$ cat src/rtl/alu_arbiter_if.sv
// Signals between alu_arbiter, its two requesters, the shared ALU and the response consumers.
// The slave modport is the arbiter's view; master is the requester/ALU side.
interface alu_arbiter_if #(
  parameter int DWIDTH = 32,
  parameter int AWIDTH = 32
);
  logic              req0_valid_i, req1_valid_i;
  logic              req0_ready_o, req1_ready_o;
  logic [AWIDTH-1:0] req0_pc_i, req1_pc_i;
  logic [DWIDTH-1:0] req0_rs1_i, req1_rs1_i;
  logic [DWIDTH-1:0] req0_rs2_i, req1_rs2_i;
  logic [3:0]        req0_alusel_i, req1_alusel_i;
  logic [AWIDTH-1:0] alu_pc_o;
  logic [DWIDTH-1:0] alu_rs1_o;
  logic [DWIDTH-1:0] alu_rs2_o;
  logic [3:0]        alu_alusel_o;
  logic [DWIDTH-1:0] alu_res_i;
  logic              rsp0_valid_o, rsp1_valid_o;
  logic [DWIDTH-1:0] rsp0_data_o, rsp1_data_o;
  logic              rsp0_ready_i, rsp1_ready_i;
  logic              busy_o;

  modport slave (
    input  req0_valid_i, req1_valid_i,
    output req0_ready_o, req1_ready_o,
    input  req0_pc_i, req1_pc_i, req0_rs1_i, req1_rs1_i,
    input  req0_rs2_i, req1_rs2_i, req0_alusel_i, req1_alusel_i,
    output alu_pc_o, alu_rs1_o, alu_rs2_o, alu_alusel_o,
    input  alu_res_i,
    output rsp0_valid_o, rsp1_valid_o, rsp0_data_o, rsp1_data_o,
    input  rsp0_ready_i, rsp1_ready_i,
    output busy_o
  );

  modport master (
    output req0_valid_i, req1_valid_i,
    input  req0_ready_o, req1_ready_o,
    output req0_pc_i, req1_pc_i, req0_rs1_i, req1_rs1_i,
    output req0_rs2_i, req1_rs2_i, req0_alusel_i, req1_alusel_i,
    input  alu_pc_o, alu_rs1_o, alu_rs2_o, alu_alusel_o,
    output alu_res_i,
    input  rsp0_valid_o, rsp1_valid_o, rsp0_data_o, rsp1_data_o,
    output rsp0_ready_i, rsp1_ready_i,
    input  busy_o
  );
endinterface

$ cat src/rtl/alu_arbiter.sv
// Round-robin sharing of one execute-stage ALU between two requesters: operands are latched
// on accept, the ALU result is registered and returned on the winner's response channel.
module alu_arbiter #(
  parameter int DWIDTH = 32,
  parameter int AWIDTH = 32
) (
  input logic          clk,
  input logic          reset,
  alu_arbiter_if.slave bus
);
  typedef enum logic [1:0] {IDLE = 2'd0, EXEC = 2'd1, RESP = 2'd2} state_t;

  state_t            state, state_nxt;
  logic              prio, owner, grant, accept, rsp_done, vld_p1;
  logic [AWIDTH-1:0] pc_p0;
  logic [DWIDTH-1:0] rs1_p0, rs2_p0, res_p1;
  logic [3:0]        alusel_p0;

  always_comb begin
    state_nxt = state;
    grant     = 1'b0;
    accept    = 1'b0;
    rsp_done  = 1'b0;
    case (state)
      IDLE: begin
        if (bus.req0_valid_i || bus.req1_valid_i) begin
          // prio only breaks ties; a lone requester always wins
          grant     = (bus.req0_valid_i && bus.req1_valid_i) ? prio : bus.req1_valid_i;
          accept    = 1'b1;
          state_nxt = EXEC;
        end
      end
      EXEC: state_nxt = RESP;
      RESP: begin
        if (owner ? bus.rsp1_ready_i : bus.rsp0_ready_i) begin
          rsp_done  = 1'b1;
          state_nxt = IDLE;
        end
      end
      default: state_nxt = IDLE;
    endcase
  end

  always_ff @(posedge clk or posedge reset) begin
    if (reset) begin
      state <= IDLE;
      prio  <= 1'b0;
      owner <= 1'b0;
    end else begin
      state <= state_nxt;
      if (accept)   owner <= grant;
      if (rsp_done) prio  <= ~owner;
    end
  end

  // Stage p0: operands of the granted requester, held until the next accept
  always_ff @(posedge clk or posedge reset) begin
    if (reset) begin
      pc_p0     <= '0;
      rs1_p0    <= '0;
      rs2_p0    <= '0;
      alusel_p0 <= '0;
    end else if (accept) begin
      pc_p0     <= grant ? bus.req1_pc_i     : bus.req0_pc_i;
      rs1_p0    <= grant ? bus.req1_rs1_i    : bus.req0_rs1_i;
      rs2_p0    <= grant ? bus.req1_rs2_i    : bus.req0_rs2_i;
      alusel_p0 <= grant ? bus.req1_alusel_i : bus.req0_alusel_i;
    end
  end

  // Stage p1: ALU result captured at the end of EXEC
  always_ff @(posedge clk or posedge reset) begin
    if (reset) begin
      res_p1 <= '0;
    end else if (state == EXEC) begin
      res_p1 <= bus.alu_res_i;
    end
  end

  assign vld_p1 = (state == RESP);

  // Ready is masked during reset so nothing can look accepted while state is being cleared
  assign bus.req0_ready_o = accept && !grant && !reset;
  assign bus.req1_ready_o = accept &&  grant && !reset;

  assign bus.alu_pc_o     = pc_p0;
  assign bus.alu_rs1_o    = rs1_p0;
  assign bus.alu_rs2_o    = rs2_p0;
  assign bus.alu_alusel_o = alusel_p0;

  assign bus.rsp0_valid_o = vld_p1 && !owner;
  assign bus.rsp1_valid_o = vld_p1 &&  owner;
  assign bus.rsp0_data_o  = res_p1;
  assign bus.rsp1_data_o  = res_p1;
  assign bus.busy_o       = (state != IDLE);
endmodule

$ cat src/flat_wrapper.sv
// flat-port wrapper written by rule: the top's interface ports become plain ports
module alu_arbiter_flat 
#(
  parameter int DWIDTH = 32,
  parameter int AWIDTH = 32
)
  (clk, reset, bus_req0_valid_i, bus_req1_valid_i, bus_req0_ready_o, bus_req1_ready_o, bus_req0_pc_i, bus_req1_pc_i, bus_req0_rs1_i, bus_req1_rs1_i, bus_req0_rs2_i, bus_req1_rs2_i, bus_req0_alusel_i, bus_req1_alusel_i, bus_alu_pc_o, bus_alu_rs1_o, bus_alu_rs2_o, bus_alu_alusel_o, bus_alu_res_i, bus_rsp0_valid_o, bus_rsp1_valid_o, bus_rsp0_data_o, bus_rsp1_data_o, bus_rsp0_ready_i, bus_rsp1_ready_i, bus_busy_o);
  alu_arbiter_if #(.DWIDTH(DWIDTH), .AWIDTH(AWIDTH)) bus_i ();
  input logic clk;
  input logic reset;
  input wire logic [$bits(bus_i.req0_valid_i)-1:0] bus_req0_valid_i;
  input wire logic [$bits(bus_i.req1_valid_i)-1:0] bus_req1_valid_i;
  output wire logic [$bits(bus_i.req0_ready_o)-1:0] bus_req0_ready_o;
  output wire logic [$bits(bus_i.req1_ready_o)-1:0] bus_req1_ready_o;
  input wire logic [$bits(bus_i.req0_pc_i)-1:0] bus_req0_pc_i;
  input wire logic [$bits(bus_i.req1_pc_i)-1:0] bus_req1_pc_i;
  input wire logic [$bits(bus_i.req0_rs1_i)-1:0] bus_req0_rs1_i;
  input wire logic [$bits(bus_i.req1_rs1_i)-1:0] bus_req1_rs1_i;
  input wire logic [$bits(bus_i.req0_rs2_i)-1:0] bus_req0_rs2_i;
  input wire logic [$bits(bus_i.req1_rs2_i)-1:0] bus_req1_rs2_i;
  input wire logic [$bits(bus_i.req0_alusel_i)-1:0] bus_req0_alusel_i;
  input wire logic [$bits(bus_i.req1_alusel_i)-1:0] bus_req1_alusel_i;
  output wire logic [$bits(bus_i.alu_pc_o)-1:0] bus_alu_pc_o;
  output wire logic [$bits(bus_i.alu_rs1_o)-1:0] bus_alu_rs1_o;
  output wire logic [$bits(bus_i.alu_rs2_o)-1:0] bus_alu_rs2_o;
  output wire logic [$bits(bus_i.alu_alusel_o)-1:0] bus_alu_alusel_o;
  input wire logic [$bits(bus_i.alu_res_i)-1:0] bus_alu_res_i;
  output wire logic [$bits(bus_i.rsp0_valid_o)-1:0] bus_rsp0_valid_o;
  output wire logic [$bits(bus_i.rsp1_valid_o)-1:0] bus_rsp1_valid_o;
  output wire logic [$bits(bus_i.rsp0_data_o)-1:0] bus_rsp0_data_o;
  output wire logic [$bits(bus_i.rsp1_data_o)-1:0] bus_rsp1_data_o;
  input wire logic [$bits(bus_i.rsp0_ready_i)-1:0] bus_rsp0_ready_i;
  input wire logic [$bits(bus_i.rsp1_ready_i)-1:0] bus_rsp1_ready_i;
  output wire logic [$bits(bus_i.busy_o)-1:0] bus_busy_o;
  assign bus_i.req0_valid_i = bus_req0_valid_i;
  assign bus_i.req1_valid_i = bus_req1_valid_i;
  assign bus_req0_ready_o = bus_i.req0_ready_o;
  assign bus_req1_ready_o = bus_i.req1_ready_o;
  assign bus_i.req0_pc_i = bus_req0_pc_i;
  assign bus_i.req1_pc_i = bus_req1_pc_i;
  assign bus_i.req0_rs1_i = bus_req0_rs1_i;
  assign bus_i.req1_rs1_i = bus_req1_rs1_i;
  assign bus_i.req0_rs2_i = bus_req0_rs2_i;
  assign bus_i.req1_rs2_i = bus_req1_rs2_i;
  assign bus_i.req0_alusel_i = bus_req0_alusel_i;
  assign bus_i.req1_alusel_i = bus_req1_alusel_i;
  assign bus_alu_pc_o = bus_i.alu_pc_o;
  assign bus_alu_rs1_o = bus_i.alu_rs1_o;
  assign bus_alu_rs2_o = bus_i.alu_rs2_o;
  assign bus_alu_alusel_o = bus_i.alu_alusel_o;
  assign bus_i.alu_res_i = bus_alu_res_i;
  assign bus_rsp0_valid_o = bus_i.rsp0_valid_o;
  assign bus_rsp1_valid_o = bus_i.rsp1_valid_o;
  assign bus_rsp0_data_o = bus_i.rsp0_data_o;
  assign bus_rsp1_data_o = bus_i.rsp1_data_o;
  assign bus_i.rsp0_ready_i = bus_rsp0_ready_i;
  assign bus_i.rsp1_ready_i = bus_rsp1_ready_i;
  assign bus_busy_o = bus_i.busy_o;
  alu_arbiter #(.DWIDTH(DWIDTH), .AWIDTH(AWIDTH)) u_core (.clk(clk), .reset(reset), .bus(bus_i));
endmodule
$ cat config.mk
export PLATFORM = sky130hd
export DESIGN_NAME = alu_arbiter_flat
export DESIGN_NICKNAME = d
export VERILOG_FILES = /design/src/rtl/alu_arbiter_if.sv /design/src/rtl/alu_arbiter.sv /design/src/flat_wrapper.sv
export SDC_FILE = /design/constraint.sdc
export NUM_CORES = 1
export LEC_CHECK = 0
export CAP_MARGIN = 5
export CORE_ASPECT_RATIO = 1.2
export CORE_MARGIN = 3
export CORE_UTILIZATION = 28
export CTS_CLUSTER_SIZE = 25
export DETAILED_ROUTE_END_ITERATION = 7
export PLACE_DENSITY = 0.73
export RECOVER_POWER = 100
export SYNTH_ARGS = -nofsm -noshare
export SYNTH_HDL_FRONTEND = slang
export SYNTH_SLANG_ARGS = --single-unit
$ cat constraint.sdc
create_clock -name clk -period 16.5 [get_ports clk]
set_input_delay 3.3 -clock clk [delete_from_list [all_inputs] [get_ports clk]]
set_output_delay 3.3 -clock clk [all_outputs]
set_load 0.005 [all_outputs]
# [Word level (Yosys, flattened, before mapping)]
# Index checks and enable logic that the tools add are counted.
# Widths: inputs -> output; s select.
[op_classes] n_eq_ne=4 mux=15 n_bitwise=1 n_reduce_logical=14
[ops] op="$mux 32" count=3
[ops] op="$mux 1" count=8
[ops] op="$logic_and 1x1->1" count=7
[ops] op="$pmux 2 s3" count=1
[ops] op="$mux 2" count=2
[ops] op="$mux 4" count=1
[ops] op="$logic_not 1->1" count=3
[ops] op="$eq 2x1->1 const B" count=1
[ops] op="$eq 2x2->1 const B" count=1
[ops] op="$logic_not 2->1" count=1
[ops] op="$ne 2x1->1 const B" count=1
[ops] op="$ne 2x2->1 const B" count=1
[ops] op="$reduce_and 2->1" count=1
[ops] op="$reduce_bool 2->1" count=1
[ops] op="$logic_or 1x1->1" count=1
[ops] op="$not 1->1" count=1
[word_totals] ff_bits=136 input_bits=238 out_inout_bits=169 wordCells=42

# [Longest topological paths before layout]
[depth] word_depth=7 mapped_depth=6

# [Worst setup path before layout]
# No wires, ideal clock.
[synth_path] kind="input-to-output" start="input reset" end="output bus_req1_ready_o" t_arrival_ns=6.508 required_time_ns=13.200 slack_ns=6.692 cell_stages=2 n_path_buf=0 path_cell_list="inv_1 -> and2_1"
[synth_via] elab_chain_cells=2
[synth_lines] item="start: declaration" line_no="flat_wrapper.sv:10" rtl="input logic reset;"
[synth_lines] item="$logic_not 1->1 (no line)"
[synth_lines] item="$logic_and 1x1->1" line_no="alu_arbiter.sv:84" rtl="assign bus.req1_ready_o = accept && grant && !reset;"
[synth_lines] item="end: declaration" line_no="flat_wrapper.sv:14" rtl="output wire logic [$bits(bus_i.req1_ready_o)-1:0] bus_req1_ready_o;"
# Every way passes these cells.

# [Worst setup path after layout]
[layout_path] start="input bus_req1_valid_i" end="output bus_req1_ready_o"
[layout_via] elab_chain_cells=6 elab_cells_between_ends=9
[layout_lines] item="start: declaration" line_no="flat_wrapper.sv:12" rtl="input wire logic [$bits(bus_i.req1_valid_i)-1:0] bus_req1_valid_i;"
[layout_lines] item="$logic_and 1x1->1" line_no="alu_arbiter.sv:28" rtl="grant = (bus.req0_valid_i && bus.req1_valid_i) ? prio : bus.req1_valid_i;"
[layout_lines] item="$mux 1" line_no="alu_arbiter.sv:28"
[layout_lines] item="$mux 1" line_no="alu_arbiter.sv:26" rtl="if (bus.req0_valid_i || bus.req1_valid_i) begin"
[layout_lines] item="$mux 1" line_no="alu_arbiter.sv:24" rtl="case (state)"
[layout_lines] item="$logic_and 1x1->1 (*) (2 in series)" line_no="alu_arbiter.sv:84"
# Every way passes the cells marked *; elsewhere a longest branch is shown, timed or not.

==> results.ini <==
[run_status]
outcome = finished with violations
violations = capacitance limit, slew limit

[sta]
maxSlewViolCount = 499
finalSetupViolations = 0
worst_pin_slew_ps = 4317
slew_headroom = -1.878
fmax_mhz = 90.04
rsz0062_at_grt = no
post-route-period-util = 0.6731
fin_crit_ps = 11110
fin_worst_skew_ps = 9.886
finalSetupTns_ps = 0
hold_viol_final = 0

[finish]
mostFrequentLayoutCells = clkdlybuf4s50_1 (204), dlygate4sd3_1 (201), dfrtp_1 (135)
drive_gt1_frac = 0.07549
syn_to_final_growth_pct = 65.82
fin_cells = 1288
mostFrequentLayoutCell = clkdlybuf4s50_1
final_nets = 1193
final_cell_area_um2 = 11480

[floorplan]
die-area_um2 = 26660
chipWidth_um = 149.6
io_pins = 407
initial_core_util = 0.2871
die_h_um = 178.3
core_um2 = 24130
num_rows = 62

[critical_path]
crit_type = in -> out
crit_chain = buf_2, clkbuf_1, o211a_1, and2_0, clkdlybuf4s50_1
start_kind = input pin
worstPathArrival_ps = 7810
crit_path_end_kind = primary output
worst_path_largest_cell_delay_ps = 2170
r2r-start = u_core.state[0]$_DFFE_PP0P_
path_max_fanout = 67
critPathLaunch = bus_req1_valid_i
worst_path_max_delay_cell = clkbuf_1
required_ps = 13200

[cts]
cts_buffer_depth = 2
ctsHoldBuffers = 0
tritoncts = yes
path_clk_slew_ps = 60
numCtsBuffers = 17
worstSkewPairLatency_ps = 410
htreeDepth = 4
post_cts_buffers = 0
post_cts_resize_count = 0
cts.sinks = 136
cts_root_buf = clkbuf_16

[synth]
synth_seq_area_share = 0.4914
synth_top_family_by_area = compound AO/OA/AOI/OAI gates
synth_compound_area_frac = 0.3315
syn_area_per_cell_um2 = 11.17
synthMuxAreaShare = 0.05203
yosys.area_share.adder = 0
synth_xor_xnor_area_share = 0
ys_top_cells_by_area = dfrtp_1 (49%), a21boi_0 (11%), a2111oi_0 (8.1%)
syn_nets = 858
synth_top_area_share = 0.4914
synth-simple-area-share = 0.008491
synth_cell_types = 27
ys_warn_count = 0
synthCells = 620
netlist_area_um2 = 6925
ys_ff_latch = 136
yosys.area.top_type = dfrtp_1

[power]
totalPowerFinal_uw = 1884
p_leak_uw = 0.005091
ir_worst_vdd_uv = 150.8
cellPowerDensity_nw_per_um2 = 164.0

[global_routing]
grt_pass1_vias = 6612
overflow = 0
antenna_found_initial = 1
grt_pass1_wl_um = 38370
grt_start_max_net_pins = 103
track_usage = 0.1821

[routing]
routed-via-count = 6374
wl_um = 25380
routed_via_density = 4.949
drc_errors = 0
ant_nets = 0
dr.pass1.iters = 4
wl_per_cell_um = 19.71
drt_iter0_markers = 257

[worst_hold_path]
hold_class = reg -> reg
worstHoldStart = u_core.bus.rsp0_data_o[6]$_DFFE_PP0N_

[placed_design]
routabilityCongestion = 0.8341
dp_hpwl_um = 17690
dp.cells = 1256
dpl-instance-area_um2 = 10930
io_buffers = 406

[flow_run]
drv_cap = 7

==> flip-flops by register name, summed over array words and instances (netlist names) <==
name                     count
u_core.state                 2
u_core.bus.alu_rs1_o        32
u_core.bus.rsp0_data_o      32
u_core.owner                 1
u_core.prio                  1
u_core.bus.alu_pc_o         32
u_core.bus.alu_rs2_o        32
u_core.bus.alu_alusel_o      4
==> through the flow <==
| step | hold WS (ps) | setup WS, ps | utilization |
|---|---|---|---|
| after detailed placement | 527.5 | 7482 | 0.4530 |
| after CTS | 541.0 | 7469 | 0.4771 |
| final | 526.3 | 5394 | 0.4760 |
| after floorplan | 515.4 | 6692 | - |
| after global routing | 548.9 | 4735 | 0.4760 |
| after global placement | 522.9 | 7468 | 0.4530 |
==> area by class of cell <==
type,instances,area [um^2]
fill,2219,12640
timing repair buffer,416,4115
sequential,136,3405
multi-input combinational,314,2715
clock buffer,21,460.4
tap,320,400.4
inverter,70,264.0
clock inverter,10,121.4
antenna,1,2.502
==> power by group <==
group          internal [uW]  switching (uW)  leakage (uW)
combinational            526             379       0.00317
clock                    231             149      0.000272
sequential               500            97.9       0.00165
total                   1260             626       0.00509
==> final timing paths <==
path | endpoint | slack, ps | cells after the start
min in group asynchronous | u_core.bus.alu_rs1_o[5]$_DFFE_PP0P_ | 4340 | 2
worst min register to register | u_core.bus.rsp0_data_o[6]$_DFFE_PP0N_ | 530 | 1
worst max register to register | u_core.bus.alu_pc_o[10]$_DFFE_PP0P_ | 11070 | 7
worst min-delay path | u_core.bus.rsp0_data_o[6]$_DFFE_PP0N_ | 530 | 1
max in group asynchronous | u_core.bus.alu_rs2_o[29]$_DFFE_PP0P_ | 7680 | 3
worst max-delay path | bus_req1_ready_o | 5390 | 5
==> critical path: cells and delay by family <==
kind / cells / cell delay (ps)
compound gates: 1 / 1420
simple gates: 1 / 260
buf+inv: 3 / 2750
==> synthesized netlist by cell type <==
cell / number
dfrtp_1: 136
a21boi_0: 100
inv_1: 69
a2111oi_0: 64
a211o_1: 64
clkbuf_1: 51
a221o_1: 36
buf_4: 34
mux2_2: 32
buf_2: 9
buf_6: 4
o21ai_0: 3
buf_1: 2
nand2b_1: 2
nor2_1: 2
a211oi_4: 1
a21o_1: 1
a21oi_1: 1
a31oi_1: 1
and2_1: 1
and3_1: 1
inv_2: 1
nand2_1: 1
nor2_4: 1
nor3_1: 1
o211a_1: 1
or2_2: 1
==> per-layer routing <==
metal / up-vias / wire [um] / track usage
li1: 2974 / - / -
met2: 227 / 12930 / 0.3074
met4: 0 / 464 / 0.05532
met1: 3148 / 10420 / 0.2340
met3: 25 / 1563 / 0.03964
met5: - / 0 / 0
==> logic make-up (layout without fill, tap and decap cells) <==
group	after synthesis	count (layout)
flops	136	136
simple gates	10	10
mux	32	32
compound gates	272	272
buf+inv	170	517
other cells	0	1
No activity file was read; power rests on OpenSTA's default activity.
